===== src/rtl/record_wr_ctrl.sv =====
// Record-path SDRAM write controller: captures {L,R} ADC samples and writes them as 16-bit words.
// Optional build macro RECORD_WR_CTRL_MONO_EN: write only the left word of each sample.
module record_wr_ctrl #(
  parameter int unsigned       ADDR_W    = 24,
  parameter logic [ADDR_W-1:0] BASE_ADDR = {ADDR_W{1'b0}},
  parameter logic [ADDR_W-1:0] REC_WORDS = 24'd960000
) (
  input  logic              clk50M,
  input  logic              reset,
  input  logic              record_start,
  input  logic              sdr_waddr_set,
  input  logic              adc_valid,
  input  logic [31:0]       adc_data,
  output logic              sdr_wr_req,
  output logic [ADDR_W-1:0] sdr_wr_addr,
  output logic [15:0]       sdr_wr_data,
  input  logic              sdr_wr_ack,
  output logic              recording,
  output logic              rec_done,
  output logic [ADDR_W-1:0] rec_len,
  output logic              overrun
);

  localparam logic [ADDR_W-1:0] ONE = {{(ADDR_W-1){1'b0}}, 1'b1};

  typedef enum logic [2:0] {
    S_IDLE = 3'd0,
    S_WAIT = 3'd1,
    S_WR_L = 3'd2,
    S_WR_R = 3'd3,
    S_DONE = 3'd4
  } state_t;

  state_t            state_q;
  logic [ADDR_W-1:0] addr_q;
  logic [ADDR_W-1:0] count_q;
  logic [ADDR_W-1:0] addr_d;
  logic [ADDR_W-1:0] count_d;
  logic              abort_q;
  logic              abort_now_s;
  logic              wr_fire_s;
  logic              last_word_s;
`ifdef RECORD_WR_CTRL_MONO_EN
  logic              unused_right_s;
  assign unused_right_s = ^adc_data[15:0];
`else
  logic [15:0]       right_q;
`endif

  // Next address/count after an accepted word; count saturates, address wraps.
  always_comb begin
    addr_d      = addr_q + ONE;
    count_d     = (count_q == REC_WORDS) ? count_q : (count_q + ONE);
    abort_now_s = abort_q | sdr_waddr_set;
    wr_fire_s   = sdr_wr_req & sdr_wr_ack;
    last_word_s = (count_d == REC_WORDS) | abort_now_s;
  end

  // Control FSM with registered handshake and status outputs.
  always_ff @(posedge clk50M) begin
    if (reset) begin
      state_q     <= S_IDLE;
      addr_q      <= BASE_ADDR;
      count_q     <= {ADDR_W{1'b0}};
      abort_q     <= 1'b0;
      sdr_wr_req  <= 1'b0;
      sdr_wr_addr <= {ADDR_W{1'b0}};
      sdr_wr_data <= 16'h0000;
      recording   <= 1'b0;
      rec_done    <= 1'b0;
      rec_len     <= {ADDR_W{1'b0}};
      overrun     <= 1'b0;
`ifndef RECORD_WR_CTRL_MONO_EN
      right_q     <= 16'h0000;
`endif
    end else begin
      rec_done <= 1'b0;
      case (state_q)
        S_IDLE: begin
          if (record_start) begin
            addr_q    <= BASE_ADDR;
            count_q   <= {ADDR_W{1'b0}};
            abort_q   <= 1'b0;
            overrun   <= 1'b0;
            recording <= 1'b1;
            state_q   <= S_WAIT;
          end else if (sdr_waddr_set) begin
            addr_q <= BASE_ADDR;
          end
        end
        S_WAIT: begin
          if (sdr_waddr_set) begin
            rec_done  <= 1'b1;
            rec_len   <= count_q;
            recording <= 1'b0;
            state_q   <= S_DONE;
          end else if (adc_valid) begin
`ifndef RECORD_WR_CTRL_MONO_EN
            right_q     <= adc_data[15:0];
`endif
            sdr_wr_data <= adc_data[31:16];
            sdr_wr_addr <= addr_q;
            sdr_wr_req  <= 1'b1;
            state_q     <= S_WR_L;
          end
        end
        S_WR_L: begin
          if (adc_valid) overrun <= 1'b1;
          if (sdr_waddr_set) abort_q <= 1'b1;
          if (wr_fire_s) begin
            addr_q  <= addr_d;
            count_q <= count_d;
`ifdef RECORD_WR_CTRL_MONO_EN
            sdr_wr_req <= 1'b0;
            if (last_word_s) begin
              rec_done  <= 1'b1;
              rec_len   <= count_d;
              recording <= 1'b0;
              state_q   <= S_DONE;
            end else begin
              state_q <= S_WAIT;
            end
`else
            // req stays high: the right word follows immediately.
            sdr_wr_addr <= addr_d;
            sdr_wr_data <= right_q;
            state_q     <= S_WR_R;
`endif
          end
        end
        S_WR_R: begin
          if (adc_valid) overrun <= 1'b1;
          if (sdr_waddr_set) abort_q <= 1'b1;
          if (wr_fire_s) begin
            addr_q     <= addr_d;
            count_q    <= count_d;
            sdr_wr_req <= 1'b0;
            if (last_word_s) begin
              rec_done  <= 1'b1;
              rec_len   <= count_d;
              recording <= 1'b0;
              state_q   <= S_DONE;
            end else begin
              state_q <= S_WAIT;
            end
          end
        end
        S_DONE: begin
          state_q <= S_IDLE;
        end
        default: begin
          state_q <= S_IDLE;
        end
      endcase
    end
  end

endmodule


===== config.mk =====
export PLATFORM = sky130hd
export DESIGN_NAME = record_wr_ctrl
export DESIGN_NICKNAME = d
export VERILOG_FILES = /design/src/rtl/record_wr_ctrl.sv
export SDC_FILE = /design/constraint.sdc
export NUM_CORES = 1
export LEC_CHECK = 0
export ABC_AREA = 1
export CORE_UTILIZATION = 55
export CTS_CLUSTER_DIAMETER = 150
export CTS_CLUSTER_SIZE = 12
export DETAILED_ROUTE_END_ITERATION = 16
export PLACE_DENSITY_LB_ADDON = 0.25
export RECOVER_POWER = 25
export SLEW_MARGIN = 20
export SYNTH_ARGS = -nofsm -noshare
export SYNTH_HDL_FRONTEND = slang
export SYNTH_SLANG_ARGS = --single-unit

===== constraint.sdc =====
create_clock -name clk50M -period 5.6 [get_ports clk50M]
set_input_delay 0.84 -clock clk50M [delete_from_list [all_inputs] [get_ports clk50M]]
set_output_delay 0.84 -clock clk50M [all_outputs]
set_load 0.02 [all_outputs]

== Word level (Yosys, flattened, before mapping) ==
Cells that the tools add are included.
W data, S select, Z words.

* Mux-type cells: 43
* $add $sub $neg: 2
* Reductions and logical operators: 16
* Bitwise operators: 4
* Equality and inequality tests: 17

{| class="wikitable"
|+ Operators with widths
! cell !! number
|-
| $mux W24 || 11
|-
| $pmux W24 S2 || 4
|-
| $add A24 B1 Y24 const B || 2
|-
| $eq A24 B20 Y1 const B || 2
|-
| $mux W16 || 3
|-
| $pmux W16 S2 || 1
|-
| $mux W3 || 6
|-
| $reduce_and A4 Y1 || 4
|-
| $reduce_and A3 Y1 || 5
|-
| $ne A2 B2 Y1 const B || 7
|-
| $mux W1 || 12
|-
| $pmux W3 S4 || 1
|-
| $pmux W1 S2 || 4
|-
| $eq A3 B2 Y1 const B || 2
|-
| $ne A2 B1 Y1 const B || 3
|-
| $ne A3 B3 Y1 const B || 2
|-
| $reduce_bool A2 Y1 || 3
|-
| $reduce_and A5 Y1 || 1
|-
| $eq A3 B1 Y1 const B || 1
|-
| $logic_not A3 Y1 || 1
|-
| $pmux W1 S3 || 1
|-
| $reduce_bool A3 Y1 || 1
|-
| $or A1 B1 Y1 || 2
|-
| $reduce_or A2 Y1 || 1
|-
| other kinds (2) || 2
|}

* Bits of input ports: 38
* Logic and storage cells: 94
* Flip-flop bits (word level): 136
* Output and inout port bits: 68

== Longest topological paths before layout ==
Gate-level depths: netlist of run 1.

* Depth after elaboration: 7
* Mapped depth: 18
* Depth with buffers taken out: 16

== Least setup slack after synthesis of run 1 ==
OpenSTA, ideal clock, no wires.

* Path kind: reg2reg
* From: reg count_q[0]
* To: reg rec_len[10]
* Path slack: 3,413 ps
* Data required time: 5,485 ps
* Stages on the path, launching flop included: 17
* Library setup time: 115 ps
* Period minus slack after synthesis: 2,187 ps
* Path buffers: 1
* Arrival: 2,072 ps
* Cells stage by stage: dfxtp_1 > ha_1 > nand2_1 > nor2_4 > nand2_1 > nor2_1 > xor2_1 > nor2_1 > nand2_1 > nor2_1 > nand2_1 > nand2_2 > nand2_4 > buf_6 > nand3_2 > nand2_1 > nor2_1

* Longest elaborated chain between the ends: 6

{| class="wikitable"
|+ RTL lines
! element !! RTL line !! text
|-
| from (decl) || 36 || <nowiki>logic [ADDR_W-1:0] count_q;</nowiki>
|-
| from (signal assigned) || 64 || <nowiki>count_q <= {ADDR_W{1'b0}};</nowiki>
|-
| from (signal assigned) || 82 || <nowiki>count_q <= {ADDR_W{1'b0}};</nowiki>
|-
| from (signal assigned) || 112 || <nowiki>count_q <= count_d;</nowiki>
|-
| $add A24 B1 Y24 or $eq A24 B20 Y1 (tied branches) || 53 || <nowiki>count_d = (count_q == REC_WORDS) ? count_q : (count_q + ONE);</nowiki>
|-
| $mux W24 * || 53 ||
|-
| $eq A24 B20 Y1 || 56 || <nowiki>last_word_s = (count_d == REC_WORDS) | abort_now_s;</nowiki>
|-
| $or A1 B1 Y1 || 56 ||
|-
| $ne A2 B2 Y1 (no source line) || - ||
|-
| $reduce_and A4 Y1 (no source line) || - ||
|-
| to (signal assigned) || 71 || <nowiki>rec_len <= {ADDR_W{1'b0}};</nowiki>
|-
| to (signal assigned) || 94 || <nowiki>rec_len <= count_q;</nowiki>
|-
| to (signal assigned) || 140 || <nowiki>rec_len <= count_d;</nowiki>
|-
| to (decl) || 20 || <nowiki>output logic [ADDR_W-1:0] rec_len,</nowiki>
|}

Every way passes the cells marked *; elsewhere a longest branch is shown, timed or not. The select of a mux whose other input is x is not followed.
A chain may end at the register's enable or synchronous reset.

== Worst setup path in the final report of run 1 ==
* From: in sdr_waddr_set
* To: reg sdr_wr_addr[1]

* Longest elaborated chain between the ends: 2

{| class="wikitable"
|+ RTL lines
! element !! RTL line !! text
|-
| from (decl) || 11 || <nowiki>input logic sdr_waddr_set,</nowiki>
|-
| $ne A2 B2 Y1 (no source line) || - ||
|-
| $reduce_and A4 Y1 (no source line) || - ||
|-
| to (signal assigned) || 67 || <nowiki>sdr_wr_addr <= {ADDR_W{1'b0}};</nowiki>
|-
| to (signal assigned) || 102 || <nowiki>sdr_wr_addr <= addr_q;</nowiki>
|-
| to (signal assigned) || 125 || <nowiki>sdr_wr_addr <= addr_d;</nowiki>
|-
| to (decl) || 15 || <nowiki>output logic [ADDR_W-1:0] sdr_wr_addr,</nowiki>
|}

Every way passes these cells.

==> metrics.cfg, run 1 <==
[power]
clockPowerShare_pct=42.5
p_sw_share_pct=28.5
ir_drop_mv=0.225
combPwrFrac_pct=16.2
switching_power_uw=726
intPower_uw=1820
power_density_nw_per_um2=288
pwr-share-seq_pct=41.4
p_leak_uw=0.00370

[worst_setup_path]
cpPeakStageDelay_ns=0.54
path_cells=clkdlybuf4s50_1, nor2_1, inv_1, nor2_2, a21oi_2, buf_4, inv_1, buf_4, o21ai_0, a31oi_1
crit_slowest_cell=nor2_2
cp.required_ns=5.94
cp-start-kind=input port
worstSetupPathType=input port to register
crit_path_end_kind=register
cp_max_fo=46
worstPathArrival_ns=3.59

[die]
core_um2=12700
die_w_um=116
die-area_um2=13600
die_h_um=116
rows=41
pin_count=106
start_util_pct=56.8

[grt]
grt_pass1_wl_um=31600
antenna_found_initial=0
grt_pass1_vias=6772
gr-usage-all-layers_pct=29.7
grt_max_degree=63
overflow=0

[place]
gp_congestion=0.944
portBuffers=105
place_ws_ns=2.03
dpl.hpwl_um=12600
placed_cells=1332

[sta]
rsz0062_at_grt=false
slew_headroom_pct=6.14
slew_violations=0
worstMarginPinSlew_ns=1.41
post-route-period-util_pct=58.0
setup_violations=0
fmax_mhz=308
hold_viol_final=0
setup_ws_ns=2.35
skew_ns=0.00956
final.setup.tns_ns=0
min_period_ns=3.25

[detailed_routing]
drtPass1Iterations=5
avgRoutedWirePerCell_um=14.2
ant_nets=0
via_per_inst=5.44
drc=0
drt-initial-drc-count=636
vias=7420
wl_um=19300

[synthesis]
synth_area_um2=7200
ys_types=32
synth_seq_cells=136
yosys_most_used_dff=dfxtp_1
netlist.area_leader.share_pct=37.8
synthMostInstantiatedCell=nand2_1
async_flop_share_pct=0
avgSynthCellArea_um2=6.51
synth_top_cell_by_area=dfxtp_1
synth-edff-count=0
ys_warn_count=0
syn_nets=1147
synth_common_cells=nand2_1, dfxtp_1, nor2_1, a21oi_1, inv_1
yosys-top-cells-area=dfxtp_1, nand2_1, a21oi_1
ys_seq_area_share_pct=37.8
syn_inst=1106

[clock_network]
clk_pin_slew_ns=0.06
cts_max_level=4
cts_hold_buffers=0
ctsResizeCount=0
clockBufferDepth=2
clock_latency_ns=0.42
cts-root-buf=clkbuf_16
cts_setup_buffers=0
cts_made_buffers=17
cts_sinks=136
cts_tree=built

[worst_hold_path]
hold_path_class=register to register

[final_layout]
antenna_cells=0
fill_cells=1105
area_growth_pct=22.8
finalNonFillerCells=1364
drive_gt1_share_pct=7.55
final_nets=1220

[run_status]
status=complete, no violations

[run]
drv_cap=0

-- placed cells by master, fill, tap and decap left out, types with 2 or more instances in the layout --
| master | n |
|---|---|
| o22ai_1 | 3 |
| xnor2_1 | 7 |
| clkinv_1 | 2 |
| clkbuf_16 | 17 |
| buf_4 | 8 |
| nand2_2 | 8 |
| nor2_1 | 134 |
| dlygate4sd3_1 | 46 |
| nand3_2 | 19 |
| nor3_1 | 5 |
| o21ai_0 | 79 |
| clkbuf_8 | 2 |
| inv_1 | 91 |
| clkinv_2 | 4 |
| clkdlybuf4s50_1 | 58 |
| o211ai_1 | 5 |
| nand2_1 | 308 |
| nand4_1 | 15 |
| nand3_1 | 51 |
| nor2_2 | 9 |
| nand2_4 | 2 |
| clkinv_4 | 2 |
| inv_6 | 4 |
| clkinvlp_4 | 2 |
| a31oi_1 | 20 |
| ha_1 | 3 |
| nor2_4 | 4 |
| inv_2 | 3 |
| a21oi_1 | 117 |
| or2_2 | 3 |
| xor2_1 | 16 |
| dfxtp_1 | 136 |
-- critical path: cells and delay by family --
family / cells / cell delay (ns)
simple gates: 2 / 0.73
compound gates: 3 / 0.38
buf+inv: 5 / 1.59
-- registers in the layout, summed over array words and instances (netlist names), 3 cells and up --
name         count
addr_q          24
count_q         24
rec_len         24
right_q         16
sdr_wr_addr     24
sdr_wr_data     16
state_q          3
-- path summary, 6_finish.rpt --
check	to	start	cells past startpoint	slack (ns)
max	sdr_wr_addr[1]$_SDFFE_PP0P_	sdr_waddr_set	10	2.35
min	recording$_SDFFE_PP0P_	recording$_SDFFE_PP0P_	2	0.45
max reg2reg	sdr_wr_addr[1]$_SDFFE_PP0P_	state_q[2]$_SDFFE_PP0P_	13	2.52
min reg2reg	recording$_SDFFE_PP0P_	recording$_SDFFE_PP0P_	2	0.45
-- kinds of logic (layout without fill, tap and decap cells) --
group | after synthesis | after routing | synth area share [%]
adders and majority gates | 3 | 3 | 0.521
AOI/OAI and AO/OA | 229 | 229 | 16.6
and+or+nand+nor | 560 | 560 | 33.5
buffers and inverters | 155 | 241 | 8.74
DFF | 136 | 136 | 37.8
xor gates and xnor gates | 23 | 23 | 2.80
-- through the flow --
stage	util, %	power, uW	hold slack (ns)	area (um^2)
finish	69.8	2540	0.452	8840
global route	69.8	2640	0.474	8840
CTS	69.7	2570	0.452	8840
detailed placement	65.2	1490	0.442	8270
global placement	65.2	1480	0.440	8270
floorplan	-	1330	0.445	7200
-- power groups by stage --
stage	clock (uW)	combinational, uW	sequential [uW]
after CTS	1090	422	1050
after detailed placement	0	418	1070
final	1080	411	1050
after global routing	1130	449	1060
after global placement	0	411	1070
after floorplan	0	208	1120
-- area by class of cell --
type | count | area (um^2) | share of cell area [%]
multi-input combinational | 815 | 3870 | 43.7
sequential | 136 | 2720 | 30.8
timing repair buffer | 113 | 1110 | 12.5
clock buffer | 19 | 453 | 5.12
inverter | 96 | 360 | 4.08
tap | 172 | 215 | 2.43
clock inverter | 13 | 118 | 1.33
-- routing by layer --
layer  up-vias  wire (um)  track usage [%]
li1       3721          -                -
met4         0        590             12.6
met5         -          0                0
met3        50       1240             7.47
met2       293       9410             49.6
met1      3356       8080             36.4
Power figures use the tool's default switching activity.
==> run 2, diff against run 1 <==
--- a/config.mk
+++ b/config.mk
@@ -6,7 +6,7 @@
 export NUM_CORES = 1
 export LEC_CHECK = 0
 export ABC_AREA = 1
-export CORE_UTILIZATION = 55
+export CORE_UTILIZATION = 50
 export CTS_CLUSTER_DIAMETER = 150
 export CTS_CLUSTER_SIZE = 12
 export DETAILED_ROUTE_END_ITERATION = 16
==> constraint.sdc (replaced) <==
create_clock -name clk50M -period 2.85 [get_ports clk50M]
set_input_delay 0.4275 -clock clk50M [delete_from_list [all_inputs] [get_ports clk50M]]
set_output_delay 0.4275 -clock clk50M [all_outputs]
set_load 0.02 [all_outputs]
==> metrics.cfg, run 2 (synthesis results as in run 1) <==
[run_status]
status=complete, no violations

[sta]
skew_ns=0.00640
worstMarginPinSlew_ns=1.13
hold_slack_ns=0.455
fmax_mhz=390
post-route-period-util_pct=90.1
setup_ws_ns=0.283
rsz0062_at_grt=false
slew_violations=0
slew_headroom_pct=24.5
min_period_ns=2.57
hold_viol_final=0
setup_violations=0
final.setup.tns_ns=0

[power]
intPower_uw=3660
p_sw_share_pct=27.9
p_leak_uw=0.00371
combPwrFrac_pct=16.1
clockPowerShare_pct=43.2
pwr-share-seq_pct=40.7
ir_drop_mv=0.440
power_density_nw_per_um2=566
switching_power_uw=1420

[worst_hold_path]
hold_path_class=register to register

[die]
die_w_um=122
core_um2=14000
rows=43
start_util_pct=51.5
die-area_um2=14900
die_h_um=122
pin_count=106

[worst_setup_path]
crit_path_end_kind=register
worstPathArrival_ns=2.89
cpPeakStageDelay_ns=0.42
worst-path-buf-inv=2
cp_top_family=simple AND/OR/NAND/NOR gates
cp-start-kind=register
crit_top_cell=nand2_1
crit_slowest_cell=dfxtp_1
cp.required_ns=3.17
cp_max_fo=51
worstSetupPathType=register to register
path_cells=ha_2, nand2_1, nor2_4, buf_4, nand3_1, nand2_1, nand2_1, nor2_1, nand4_1, nor2_1, nand2_1, nand2_2, nand2_4, buf_12, a21oi_1, nor2_1

[detailed_routing]
drt-initial-drc-count=611
drtPass1Iterations=5
ant_nets=0
drc=0
vias=7275
wl_um=19200
via_per_inst=5.26
avgRoutedWirePerCell_um=13.9

[final_layout]
area_growth_pct=24.6
layout_common_cells=nand2_1, dfxtp_1, nor2_1, a21oi_1, inv_1
antenna_cells=0
drive_gt1_share_pct=8.40
final_common_cell=nand2_1
final_nets=1230

[clock_network]
cts_made_buffers=17
cts_hold_buffers=0
cts_sinks=136
clockBufferDepth=2
cts_tree=built
cts_max_level=4
cts-root-buf=clkbuf_16
clock_latency_ns=0.43
clk_pin_slew_ns=0.06

[grt]
gr-usage-all-layers_pct=27.2
grt_max_degree=62
antenna_found_initial=0
grt_pass1_wl_um=31900
grt_pass1_vias=6712
overflow=0

[place]
gp_congestion=0.924
place_ws_ns=0.211
dpl.hpwl_um=12800
portBuffers=105

[run]
drv_cap=0

-- run 2: cell count changes in the layout (fill, tap and decap cells not counted), sizes merged --
cell and delta:
clkbuf +1, clkdlybuf4s50 +18, bufinv +1, dlygate4sd3 -18, buf +9, inv -1
-- run 2: repair_timing --
item | in CTS | in global routing
setup endpoints to repair | 0 | 27
gates resized for setup | 0 | 2
setup buffers | 0 | 3
-- run 2: power groups by stage --
stage,combinational [uW],sequential [uW],clock [uW]
2_1_floorplan,408,2200,0
5_1_grt,907,2080,2310
4_1_cts,842,2070,2220
3_3_place_gp,826,2110,0
3_5_place_dp,837,2110,0
6_report,821,2070,2190
-- run 2: area by class of cell --
class,count,area [um^2]
clock buffer,19,443
fill,1277,5010
tap,180,225
timing repair buffer,123,1210
clock inverter,13,145
multi-input combinational,815,3860
sequential,136,2720
inverter,96,360
-- run 2: worst register-to-register path: stages (launching register included) --
cell and delay, ns:
dfxtp_1 0.42, ha_2 0.27, nand2_1 0.11, nor2_4 0.23
buf_4 0.15, nand3_1 0.06, nand2_1 0.08, nand2_1 0.07
nor2_1 0.15, nand4_1 0.14, nor2_1 0.12, nand2_1 0.08
nand2_2 0.08, nand2_4 0.05, buf_12 0.19, a21oi_1 0.20
nor2_1 0.06
-- run 2: through the flow --
step | area, um^2 | cells | total power [uW] | utilization [%]
6_report | 8980 | 1382 | 5080 | 64.2
5_1_grt | 8980 | 1382 | 5300 | 64.2
4_1_cts | 8950 | 1379 | 5130 | 64.0
3_5_place_dp | 8370 | 1347 | 2950 | 59.8
3_3_place_gp | 8370 | 1347 | 2940 | 59.8
2_1_floorplan | 7200 | 1106 | 2610 | -
-- run 2: worst paths after layout --
kind	startpoint	end	slack [ns]	depth (start not counted)
worst max register to register	count_q[1]$_SDFFE_PP0P_	rec_len[10]$_SDFFE_PP0P_	0.28	16
worst min-delay path	recording$_SDFFE_PP0P_	recording$_SDFFE_PP0P_	0.45	2
worst max-delay path	count_q[1]$_SDFFE_PP0P_	rec_len[10]$_SDFFE_PP0P_	0.28	16
worst min register to register	recording$_SDFFE_PP0P_	recording$_SDFFE_PP0P_	0.45	2
-- run 2: layer usage --
metal	track usage (%)	up-vias	part of all wire, %
met4	10.6	0	2.1
met3	6.98	30	5.8
met5	0	-	0
met2	44.8	198	48
li1	-	3744	-
met1	33.7	3303	44
